==> src/rtl/cla_pkg.sv <==
// Shared lookahead primitives and geometry helpers for the pipelined CLA adder.
package cla_pkg;

  localparam int unsigned GRP = 4;

  typedef struct packed {
    logic [GRP-1:0] c;  // carry into each bit of the group
    logic           p;  // group propagate
    logic           g;  // group generate
  } grp_t;

  // Flat 4-bit lookahead: every bit carry comes straight from p/g and the group carry-in.
  function automatic grp_t cla_grp(input logic [GRP-1:0] p, input logic [GRP-1:0] g,
                                   input logic c);
    grp_t r;
    r.c[0] = c;
    r.c[1] = g[0] | (p[0] & c);
    r.c[2] = g[1] | (p[1] & g[0]) | (p[1] & p[0] & c);
    r.c[3] = g[2] | (p[2] & g[1]) | (p[2] & p[1] & g[0]) | (p[2] & p[1] & p[0] & c);
    r.p    = &p;
    r.g    = g[3] | (p[3] & g[2]) | (p[3] & p[2] & g[1]) | (p[3] & p[2] & p[1] & g[0]);
    return r;
  endfunction

  function automatic bit geom_ok(input int unsigned width, input int unsigned seg);
    return (seg != 0) && (seg % GRP == 0) && (width != 0) && (width % seg == 0);
  endfunction

  // Offset of stage k's forwarded upper operand bits inside the packed triangular store.
  function automatic int unsigned fwd_off(input int unsigned width, input int unsigned seg,
                                          input int unsigned k);
    return k * width - seg * k * (k + 1) / 2;
  endfunction

  // Offset of stage k's partial sum (k+1 slices wide) inside the packed triangular store.
  function automatic int unsigned sum_off(input int unsigned seg, input int unsigned k);
    return seg * k * (k + 1) / 2;
  endfunction

endpackage

==> src/rtl/cla_slice.sv <==
// Combinational SEG-bit carry-lookahead slice built from 4-bit lookahead groups.
module cla_slice
  import cla_pkg::*;
#(
  parameter int unsigned SEG = 8
) (
  input  logic [SEG-1:0] a,
  input  logic [SEG-1:0] b,
  input  logic           ci,
  output logic [SEG-1:0] s,
  output logic           co
);
  localparam int unsigned NG = SEG / GRP;

  if ((SEG == 0) || (SEG % GRP != 0)) begin : g_bad_seg
    $error("cla_slice: SEG must be a nonzero multiple of 4");
  end

  logic [SEG-1:0] p;
  logic [SEG-1:0] g;

  assign p = a ^ b;
  assign g = a & b;

  always_comb begin
    logic c;
    grp_t r;
    c  = ci;
    r  = '0;
    s  = '0;
    for (int unsigned j = 0; j < NG; j++) begin
      r = cla_grp(p[j*GRP +: GRP], g[j*GRP +: GRP], c);
      s[j*GRP +: GRP] = p[j*GRP +: GRP] ^ r.c;
      c = r.g | (r.p & c);
    end
    co = c;
  end

endmodule

==> src/rtl/cla_adder_pipe.sv <==
// Pipelined carry-lookahead adder: one SEG-bit slice per stage, carry registered between stages.
module cla_adder_pipe
  import cla_pkg::*;
#(
  parameter int unsigned WIDTH = 32,
  parameter int unsigned SEG   = 8
) (
  input  logic             clk,
  input  logic             rst,
  input  logic             in_valid,
  output logic             in_ready,
  input  logic [WIDTH-1:0] a,
  input  logic [WIDTH-1:0] b,
  input  logic             cin,
  output logic             out_valid,
  input  logic             out_ready,
  output logic [WIDTH:0]   sum,
  output logic             cout,
  output logic             ovf
);
  localparam int unsigned NSTG = WIDTH / SEG;
  localparam int unsigned FTOT = (NSTG > 1) ? fwd_off(WIDTH, SEG, NSTG - 1) : 1;
  localparam int unsigned STOT = sum_off(SEG, NSTG);
  localparam int unsigned SOUT = sum_off(SEG, NSTG - 1);

  if (!geom_ok(WIDTH, SEG)) begin : g_bad_geom
    $error("cla_adder_pipe: WIDTH must be a nonzero multiple of SEG");
  end

  logic            en;
  logic [NSTG-1:0] v_q;
  logic [NSTG-1:0] c_q;
  logic [FTOT-1:0] fa_q;
  logic [FTOT-1:0] fb_q;
  logic [STOT-1:0] s_q;
  logic            ovf_q;

  assign en        = ~v_q[NSTG-1] | out_ready;
  assign in_ready  = en;
  assign out_valid = v_q[NSTG-1];
  assign cout      = c_q[NSTG-1];
  assign sum       = {c_q[NSTG-1], s_q[SOUT +: WIDTH]};
  assign ovf       = ovf_q;

  // Operand and sum stores are triangular: each stage keeps only the bits still ahead of it
  // (operands) or already built (sum), so no register bit is dead.
  for (genvar k = 0; k < NSTG; k++) begin : g_stg
    localparam int unsigned OW = WIDTH - k * SEG;
    localparam int unsigned SW = (k + 1) * SEG;
    localparam int unsigned SO = sum_off(SEG, k);

    logic [OW-1:0]  op_a;
    logic [OW-1:0]  op_b;
    logic           vin;
    logic           cin_k;
    logic [SEG-1:0] ps;
    logic           pc;
    logic [SW-1:0]  s_next;

    if (k == 0) begin : g_head
      assign op_a   = a;
      assign op_b   = b;
      assign vin    = in_valid;
      assign cin_k  = cin;
      assign s_next = ps;
    end else begin : g_tail
      localparam int unsigned PO  = fwd_off(WIDTH, SEG, k - 1);
      localparam int unsigned PSO = sum_off(SEG, k - 1);
      assign op_a   = fa_q[PO +: OW];
      assign op_b   = fb_q[PO +: OW];
      assign vin    = v_q[k-1];
      assign cin_k  = c_q[k-1];
      assign s_next = {ps, s_q[PSO +: k*SEG]};
    end

    cla_slice #(.SEG(SEG)) u_slice (
      .a  (op_a[SEG-1:0]),
      .b  (op_b[SEG-1:0]),
      .ci (cin_k),
      .s  (ps),
      .co (pc)
    );

    always_ff @(posedge clk) begin
      if (rst) begin
        v_q[k]       <= 1'b0;
        c_q[k]       <= 1'b0;
        s_q[SO +: SW] <= '0;
      end else if (en) begin
        v_q[k]       <= vin;
        c_q[k]       <= pc;
        s_q[SO +: SW] <= s_next;
      end
    end

    if (k < NSTG - 1) begin : g_fwd
      localparam int unsigned FO = fwd_off(WIDTH, SEG, k);
      always_ff @(posedge clk) begin
        if (rst) begin
          fa_q[FO +: OW-SEG] <= '0;
          fb_q[FO +: OW-SEG] <= '0;
        end else if (en) begin
          fa_q[FO +: OW-SEG] <= op_a[OW-1:SEG];
          fb_q[FO +: OW-SEG] <= op_b[OW-1:SEG];
        end
      end
    end else begin : g_last
      always_ff @(posedge clk) begin
        if (rst) begin
          ovf_q <= 1'b0;
        end else if (en) begin
          ovf_q <= (op_a[SEG-1] == op_b[SEG-1]) && (ps[SEG-1] != op_a[SEG-1]);
        end
      end
    end
  end

endmodule
==> config.mk <==
export PLATFORM = sky130hd
export DESIGN_NAME = cla_adder_pipe
export DESIGN_NICKNAME = d
export VERILOG_FILES = /design/src/rtl/cla_pkg.sv /design/src/rtl/cla_slice.sv /design/src/rtl/cla_adder_pipe.sv
export SDC_FILE = /design/constraint.sdc
export NUM_CORES = 1
export LEC_CHECK = 0
export ABC_CLOCK_PERIOD_IN_PS = 2960
export BUFFER_PORTS_ARGS = -buffer_cell sky130_fd_sc_hd__buf_2
export CAP_MARGIN = 15
export CORE_MARGIN = 4
export CORE_UTILIZATION = 45
export DETAILED_ROUTE_END_ITERATION = 8
export PLACE_DENSITY_LB_ADDON = 0.2
export SETUP_SLACK_MARGIN = 0.05
export SLEW_MARGIN = 10
export SYNTH_ARGS = -nofsm -noshare
export SYNTH_HDL_FRONTEND = slang
export SYNTH_SLANG_ARGS = --single-unit
==> constraint.sdc <==
create_clock -name clk -period 2.96 [get_ports clk]
set_input_delay 0.296 -clock clk [delete_from_list [all_inputs] [get_ports clk]]
set_output_delay 0.296 -clock clk [all_outputs]
set_load 0.1 [all_outputs]
==> impl_metrics.ini, run 1 <==
[run_status]
status = finished clean

[sta]
fin_crit_ps = 2490
finalSetupTns_ps = 0
worst_pin_slew_ps = 807
rsz0062_at_grt = false
hold_viol = 0
setup_viol = 0
drv_slew = 0
fin_crit_sh = 0.840
skew_ps = 9.48
clock.fmax_ghz = 0.402
slew_headroom = 0.462

[clock_tree]
ctsRootBufferMaster = clkbuf_16
cts_sinks = 185
cts_max_level = 4
postCtsSetupBuffers = 0
ctsHoldBuffers = 0
cts.repair.resized = 0
path_clk_slew_ps = 70
cts_made_buffers = 17
cts_tree = built
clk_latency_ps = 420
cts_buffer_depth = 2

[setup_path]
required_ps = 3300
worstPathMaxFanout = 3
path_delay_family = compound AO/OA/AOI/OAI gates
path_cells = ha_1 -> a21o_1 -> a21oi_1 -> nor2b_1 -> o21a_1 -> or2_2 -> fa_1 -> xnor2_1 -> a211oi_1
worst-setup-path-type = reg2reg
slowest_stage = fa_1
end_kind = flip-flop
slowest_delay_ps = 370
crit_buf_inv = 0
worst_ep_arrival_time_ps = 2820
critPathLaunchType = flip-flop

[placement]
place.gp.congestion = 0.801
place_hpwl_um = 10800
port_buffers = 105

[synth]
netlist_instances = 930
synth.yosys.seq_area_share = 0.489
syn_area_um2 = 7570
synth_nets = 1039
synthFlopType = dfxtp_1
synth_cell_type_count = 44
async_flop_share = 0
synth-seq-cells = 185
syn_area_per_cell_um2 = 8.14
ys_warn_count = 0
synth-edff-count = 0

[detailed_routing]
wirelength_um = 16300
viasPerCell = 4.96
final_antenna_net_count = 0
firstDrtPassIters = 5
num_vias = 6111
wl_per_cell_um = 13.3
drc = 0
drtIter0Drc = 432

[flow_run]
drv_cap = 0

[finish]
drive_gt1_frac = 0.152
area_growth_pct = 16.7
antenna_cells = 0
final_nets = 1107

[global_route]
antenna_found_initial = 0
grt_remaining_overflow = 0
grt_max_degree = 189
grt_pass1_wl_um = 26600
first_global_vias = 5383
grtUsageTotal = 0.175

[die]
coreArea_um2 = 16500
ios = 106
start_util = 0.458
die_w_um = 138
die_area_um2 = 19000
rows = 47
chipHeight_um = 138

[power]
leakagePower_nw = 3.78
irDropWorstVdd_mv = 0.434
p_per_area_nw_per_um2 = 643
finalPower_mw = 5.68

[worst_hold_path]
holdCritPathClass = in2reg
## final timing paths
check                                                   start                               end  slack (ps)  cells past startpoint
worst min register to register            sum[3]$_SDFFE_PP0P_               sum[3]$_SDFFE_PP0P_         450                      2
worst min-delay path                                    b[15]     g_stg[1].op_b[7]$_SDFFE_PP0P_         110                      3
worst max register to register  g_stg[2].op_a[0]$_SDFFE_PP0P_  g_stg[3].s_next[21]$_SDFFE_PP0P_         470                      9
worst max-delay path            g_stg[2].op_a[0]$_SDFFE_PP0P_  g_stg[3].s_next[21]$_SDFFE_PP0P_         470                      9
## layout make-up
cell class	count	area [um2]
timing repair buffer	114	624
fill	1620	7690
tap	220	275
inverter	8	35.0
multi-input combinational	672	3560
clock buffer	19	443
sequential	185	3700
clock inverter	13	190
## registers in the layout, indices dropped and copies added, names as in the netlist
signal and cells:
g_stg.op_a 48, g_stg.vin 3, cout 1, g_stg.cin_k 3, g_stg.op_b 48, out_valid 1
ovf 1, sum 32, g_stg.s_next 48
## metal layers
metal	vias up	wire length (um)	GRT usage
li1	3259	-	-
met2	114	6630	0.230
met5	-	0	0
met4	0	176	0.0549
met3	12	739	0.0340
met1	2726	8790	0.282
## cell usage in the layout, fill, tap and decap left out, drive strengths merged, types with 4 or more instances in the layout
cell type  instances
nor2              19
o31ai              4
clkbuf            19
nor4               4
clkinv             5
nand4              5
nand3b             6
a21o               8
inv               11
a211oi            16
nor4b              4
fa                 8
a21oi            167
nand3              5
and4               4
bufinv             4
nor3              10
dfxtp            185
nand2            323
or4                4
xnor2             11
ha                32
nor2b              4
buf              114
nand2b             4
o21ai             10
## power by group
part / switching, mW / internal, mW
logic: 0.361 / 0.201
registers: 0.0796 / 2.63
clock network: 0.963 / 1.45
## cell usage after synthesis (all sizes together) (4+ instances only)
cell | instances | share of area
nor4 | 4 | 0.0033
a21o | 8 | 0.0079
nor3 | 10 | 0.0066
or4 | 4 | 0.0040
nor2 | 19 | 0.0094
nand4 | 5 | 0.0041
nand2b | 4 | 0.0033
nand2 | 323 | 0.16
dfxtp | 185 | 0.49
o21ai | 10 | 0.0066
and4 | 4 | 0.0046
buf | 30 | 0.019
inv | 8 | 0.0040
nor2b | 4 | 0.0033
ha | 32 | 0.053
nand3 | 5 | 0.0033
nand3b | 6 | 0.0060
a21oi | 167 | 0.11
fa | 8 | 0.021
nor4b | 4 | 0.0046
o31ai | 4 | 0.0040
clkbuf | 35 | 0.017
xnor2 | 11 | 0.013
a211oi | 16 | 0.016
## stage by stage
step	setup slack (ps)	utilization	area, um2	hold slack (ps)	std cells
finish	475	0.535	8840	112	1231
global route	325	0.535	8840	99.3	1231
CTS	465	0.535	8840	86.0	1231
detailed placement	365	0.496	8200	443	1199
global placement	397	0.496	8200	435	1199
floorplan	575	-	7570	432	930
## worst reg2reg max path, stage by stage (launching register included)
cell,delay (ps)
dfxtp_1,340
ha_1,300
a21o_1,170
a21oi_1,300
nor2b_1,100
o21a_1,200
or2_2,280
fa_1,380
xnor2_1,130
a211oi_1,200
## kinds of logic after synthesis
| group | Yosys count | share of synthesized area |
|---|---|---|
| compound gates | 217 | 0.159 |
| xor+xnor | 11 | 0.0127 |
| fa+ha+maj | 40 | 0.0741 |
| buf+inv | 73 | 0.0407 |
| flops | 185 | 0.489 |
| mux | 1 | 0.00132 |
| simple gates | 403 | 0.223 |
No activity file was read; power rests on OpenSTA's default activity.
==> inputs of run 2 (changes only) <==
- ABC_AREA: default -> 1
- ABC_CLOCK_PERIOD_IN_PS: 2960 -> 2600
- clock period: 2.96 -> 2.6 ns (I/O delays scaled with it)
==> impl_metrics.ini, run 2 <==
[run_status]
status = finished clean

[placement]
place_hpwl_um = 10700
port_buffers = 105
place.gp.congestion = 0.804

[sta]
drv_slew = 0
skew_ps = 7.93
final.hold.worst_slack_ps = 74.9
fin_crit_sh = 0.692
fin_crit_ps = 1800
rsz0062_at_grt = false
setup_viol = 0
clock.fmax_ghz = 0.556
hold_viol = 0
finalSetupTns_ps = 0
slew_headroom = 0.596
worst_pin_slew_ps = 605

[setup_path]
rr_startpoint = g_stg[1].op_a[2]$_SDFFE_PP0P_
end_kind = flip-flop
r2r_end = g_stg[2].s_next[13]$_SDFFE_PP0P_
r2r_cells = 8
crit_start = g_stg[1].op_a[2]$_SDFFE_PP0P_
worst_ep_arrival_time_ps = 2100
endpoint = g_stg[2].s_next[13]$_SDFFE_PP0P_
worstPathMaxFanout = 4
worst-setup-path-type = reg2reg
required_ps = 2900
critPathLaunchType = flip-flop
rrSetupSlack_ps = 800

[finish]
layout_common_cells = nor2_1, dfxtp_1, o21ai_0
drive_gt1_frac = 0.152
post-route-util = 0.532
area_growth_pct = 15.7
final_nets = 1211
layout_commonest_cell = nor2_1

[synth]
synth-compound-area-share = 0.153
synth_top_cell_by_area = dfxtp_1
synth_top_family_by_area = simple AND/OR/NAND/NOR gates
synth_mux_area_frac = 0
synthFlopType = dfxtp_1
synth-seq-cells = 185
synth_cell_type_count = 30
ys_warn_count = 0
syn_area_um2 = 7960
synth.yosys.seq_area_share = 0.465
synth.area.top_cells = dfxtp_1, nor2_1, o21ai_0
synth-edff-count = 0
synthSimpleGateAreaFrac = 0.227
syn_area_per_cell_um2 = 7.69
yosys.area_share.adder = 0.0705
netlist_instances = 1034
synth_nets = 1143
yosysTopAreaCellShare = 0.465
synth_xor_area_frac = 0.0132
synthTopCellsByCount = nor2_1, dfxtp_1, o21ai_0
async_flop_share = 0
synth.most_common_cell = nor2_1

[detailed_routing]
num_vias = 6468
wirelength_um = 15900
viasPerCell = 4.82
drtIter0Drc = 309
firstDrtPassIters = 4
wl_per_cell_um = 11.9
drc = 0
final_antenna_net_count = 0

[die]
rows = 48
start_util = 0.460
ios = 106
coreArea_um2 = 17300
die_w_um = 141
die_area_um2 = 19900
chipHeight_um = 141

[power]
p_per_area_nw_per_um2 = 721
intPower_mw = 4.83
combPwrFrac = 0.126
leakagePower_nw = 4.77
switching_share = 0.273
p_sw_mw = 1.81
power_frac_clock = 0.401
irDropWorstVdd_mv = 0.485
pwr-share-seq = 0.473

[global_route]
first_global_vias = 5865
grt_remaining_overflow = 0
grtUsageTotal = 0.166
antenna_found_initial = 1
grt_max_degree = 161
grt_pass1_wl_um = 27300

[clock_tree]
path_clk_slew_ps = 70
cts_sinks = 185
cts_tree = built
postCtsSetupBuffers = 0
cts_max_level = 4
cts.repair.resized = 0
cts_made_buffers = 17
cts_buffer_depth = 2
ctsRootBufferMaster = clkbuf_16
ctsHoldBuffers = 0
clk_latency_ps = 420

[flow_run]
drv_cap = 0

[worst_hold_path]
holdCritPathClass = in2reg
==> run 2: per-layer routing <==
| metal | part of all wire | up-vias | routed length, um | track usage |
|---|---|---|---|---|
| met5 | 0 | - | 0 | 0 |
| met4 | 0.010 | 0 | 162 | 0.0423 |
| met3 | 0.036 | 13 | 576 | 0.0427 |
| met2 | 0.41 | 98 | 6550 | 0.247 |
| met1 | 0.54 | 2857 | 8610 | 0.240 |
| li1 | - | 3500 | - | - |
==> run 2: cell families (layout without fill, tap and decap cells) <==
kind of cell,after synthesis,after routing
simple gates,438,438
compound gates,231,231
flops,185,185
buf+inv,128,209
fa+ha+maj,40,40
xor+xnor,12,12
other cells,0,1
==> run 2: final cells by class <==
cell class	count	area [um2]
Inverter	64	248
Tap cell	225	282
Multi-Input combinational cell	721	3690
Antenna cell	1	2.50
Timing Repair Buffer	113	663
Fill cell	1694	8090
Clock buffer	17	425
Clock inverter	15	188
Sequential cell	185	3700
==> run 2: stage by stage <==
| stage | instances | setup WS, ps | cell area, um2 | power (mW) |
|---|---|---|---|---|
| after floorplan | 1034 | 505 | 7960 | 3.84 |
| after global placement | 1308 | 769 | 8590 | 4.03 |
| after detailed placement | 1308 | 747 | 8590 | 4.04 |
| after CTS | 1340 | 791 | 9200 | 6.71 |
| after global routing | 1341 | 615 | 9200 | 6.97 |
| final | 1341 | 802 | 9200 | 6.64 |
==> run 2: power by group through the flow <==
stage          Combinational [mW]  Sequential (mW)  Clock [mW]
6_report                    0.834             3.14        2.66
2_1_floorplan               0.441             3.40           0
3_5_place_dp                0.838             3.21           0
3_3_place_gp                0.831             3.20           0
5_1_grt                     0.944             3.16        2.86
4_1_cts                     0.843             3.14        2.73
==> run 2: how the worst min path moves through the flow <==
stage / start / endpoint / slack [ps] / depth (start not counted)
after global placement: g_stg[3].vin$_SDFFE_PP0P_ / g_stg[3].vin$_SDFFE_PP0P_ / 440 / 2
after CTS: rst / ovf$_SDFFE_PP0P_ / 60 / 2
after floorplan: rst / ovf$_SDFFE_PP0P_ / 320 / 1
after detailed placement: g_stg[3].vin$_SDFFE_PP0P_ / g_stg[3].vin$_SDFFE_PP0P_ / 450 / 2
after global routing: rst / ovf$_SDFFE_PP0P_ / 60 / 2
final: rst / ovf$_SDFFE_PP0P_ / 70 / 2
==> run 2: worst max-delay path, cell delays in order (launching register included) <==
cell     delay (ps)
dfxtp_1         310
ha_1            330
nand2_1          90
inv_2            50
a21oi_2         120
nand3_2         120
fa_1            390
xnor2_1         180
a21oi_1          80
==> inputs of run 3 (changes only) <==
- ABC_CLOCK_PERIOD_IN_PS: 2600 -> 1700
- clock period: 2.6 -> 1.7 ns (I/O delays scaled with it)
==> impl_metrics.ini, run 3 (synthesis gave the netlist of run 2 again) <==
[sta]
drv_slew = 0
hold_viol = 0
fin_crit_ps = 1680
skew_ps = 7.06
worst_pin_slew_ps = 499
clock.fmax_ghz = 0.597
setup_viol = 0
fin_crit_sh = 0.986
slew_headroom = 0.670
rsz0062_at_grt = true

[setup_path]
worst-setup-path-type = reg2reg
crit_top_cell = nand2_1
r2r_cells = 8
worstPathMaxFanout = 3
crit_buf_inv = 0
slowest_delay_ps = 570
slowest_stage = fa_2
worst_ep_arrival_time_ps = 2030
end_kind = flip-flop
required_ps = 2060
rr_startpoint = g_stg[2].op_a[3]$_SDFFE_PP0P_
critPathLaunchType = flip-flop
rrSetupSlack_ps = 20
path_delay_family = adder cells
r2r_end = g_stg[3].s_next[20]$_SDFFE_PP0P_
path_cells = ha_4 -> nand2_1 -> nand2_1 -> a21oi_2 -> nand3_2 -> fa_2 -> o21ai_1 -> nor2_1

[detailed_routing]
firstDrtPassIters = 4
drtIter0Drc = 389
viasPerCell = 4.81
drc = 0
final_antenna_net_count = 0
wl_per_cell_um = 12.1
num_vias = 6772
wirelength_um = 17000

[placement]
port_buffers = 105
place.gp.congestion = 0.848
place_hpwl_um = 11600
postPlaceCellArea_um2 = 8920

[finish]
final_nets = 1278
fillers = 1628
layout_common_cells = nor2_1, dfxtp_1, o21ai_0
multi_input_area_um2 = 3810
final_cell_area_um2 = 10000
antenna_cells = 0
layout_commonest_cell = nor2_1
drive_gt1_frac = 0.202
seqCellArea_um2 = 3720
area_growth_pct = 25.9

[clock_tree]
cts_sinks = 185
cts_made_buffers = 17
cts_max_level = 4
cts_buffer_depth = 2
ctsRootBufferMaster = clkbuf_16
path_clk_slew_ps = 70
cts_tree = built
clk_latency_ps = 420

[worst_hold_path]
hold_path_end = g_stg[1].op_b[1]$_SDFFE_PP0P_
hold_depth = 3
holdCritPathClass = in2reg
min-delay-start = b[9]

[flow_run]
drv_cap = 0

[global_route]
first_global_vias = 6131
antenna_found_initial = 0
grt_pass1_wl_um = 28500
busiest_layer = met2
grt_remaining_overflow = 0
grtUsageTotal = 0.172
grt_use_met3 = 0.0387
met1_usage = 0.252
grt_max_degree = 57
use_met2 = 0.255

[die]
chipHeight_um = 141
die_area_um2 = 19900
rows = 48
ios = 106
die_w_um = 141
coreArea_um2 = 17300
start_util = 0.460

[power]
leakagePower_nw = 5.10
p_per_area_nw_per_um2 = 1030
irDropWorstVdd_mv = 0.730
finalPower_mw = 10.3

[run_status]
status = finished clean
==> run 3: per-layer routing <==
| layer | up-vias | share of wire |
|---|---|---|
| li1 | 3632 | - |
| met1 | 3021 | 0.53 |
| met2 | 109 | 0.42 |
| met3 | 10 | 0.041 |
| met4 | 0 | 0.0078 |
| met5 | - | 0 |
==> run 3: layout make-up <==
cell class,count,share of cell area
clock inverter,15,0.0180
clock buffer,17,0.0425
inverter,64,0.0255
sequential,185,0.372
timing repair buffer,179,0.133
tap,225,0.0281
timing repair inverter,1,0.000625
multi-input combinational,721,0.380
==> run 3: timing repair <==
item,CTS,global route
resized for setup,11,10
hold buffers,29,0
setup endpoints to repair,6,12
buffers inserted,6,8
gates cloned,1,1
pin swaps,13,12
endpoints found under the hold margin,30,0
==> run 3: worst max path at each step <==
stage,startpoint,end,slack [ps],depth (start not counted)
3_3_place_gp,a[3],g_stg[1].s_next[4]$_SDFFE_PP0P_,-10,9
2_1_floorplan,g_stg[3].op_a[2]$_SDFFE_PP0P_,sum[28]$_SDFFE_PP0P_,50,8
6_report,g_stg[2].op_a[3]$_SDFFE_PP0P_,g_stg[3].s_next[20]$_SDFFE_PP0P_,20,8
3_5_place_dp,a[3],g_stg[1].s_next[4]$_SDFFE_PP0P_,-50,9
5_1_grt,g_stg[2].op_a[3]$_SDFFE_PP0P_,g_stg[3].s_next[20]$_SDFFE_PP0P_,-70,8
4_1_cts,g_stg[1].op_a[3]$_SDFFE_PP0P_,g_stg[2].s_next[12]$_SDFFE_PP0P_,30,8
==> run 3: per-stage QoR <==
step	cells	worst slack (ps)	hold slack [ps]	TNS (ps)	utilization
floorplan	1034	54.6	229	0	-
detailed placement	1330	-50.9	392	-98.3	0.516
global placement	1330	-11.4	390	-11.4	0.516
finish	1407	24.1	8.38	0	0.579
CTS	1398	29.1	0.0442	0	0.572
global route	1407	-70.9	10.9	-144	0.579
==> run 3: where the power goes <==
part | leakage (nW) | switching [mW] | internal, mW
combinational | 3.28 | 0.915 | 0.527
sequential | 1.53 | 0.170 | 4.64
clock | 0.290 | 1.80 | 2.24
total | 5.10 | 2.89 | 7.40
==> run 3: worst min-delay path, cell delays in order <==
cell	delay [ps]
buf_2	70
o21ai_0	70
nor2_1	80
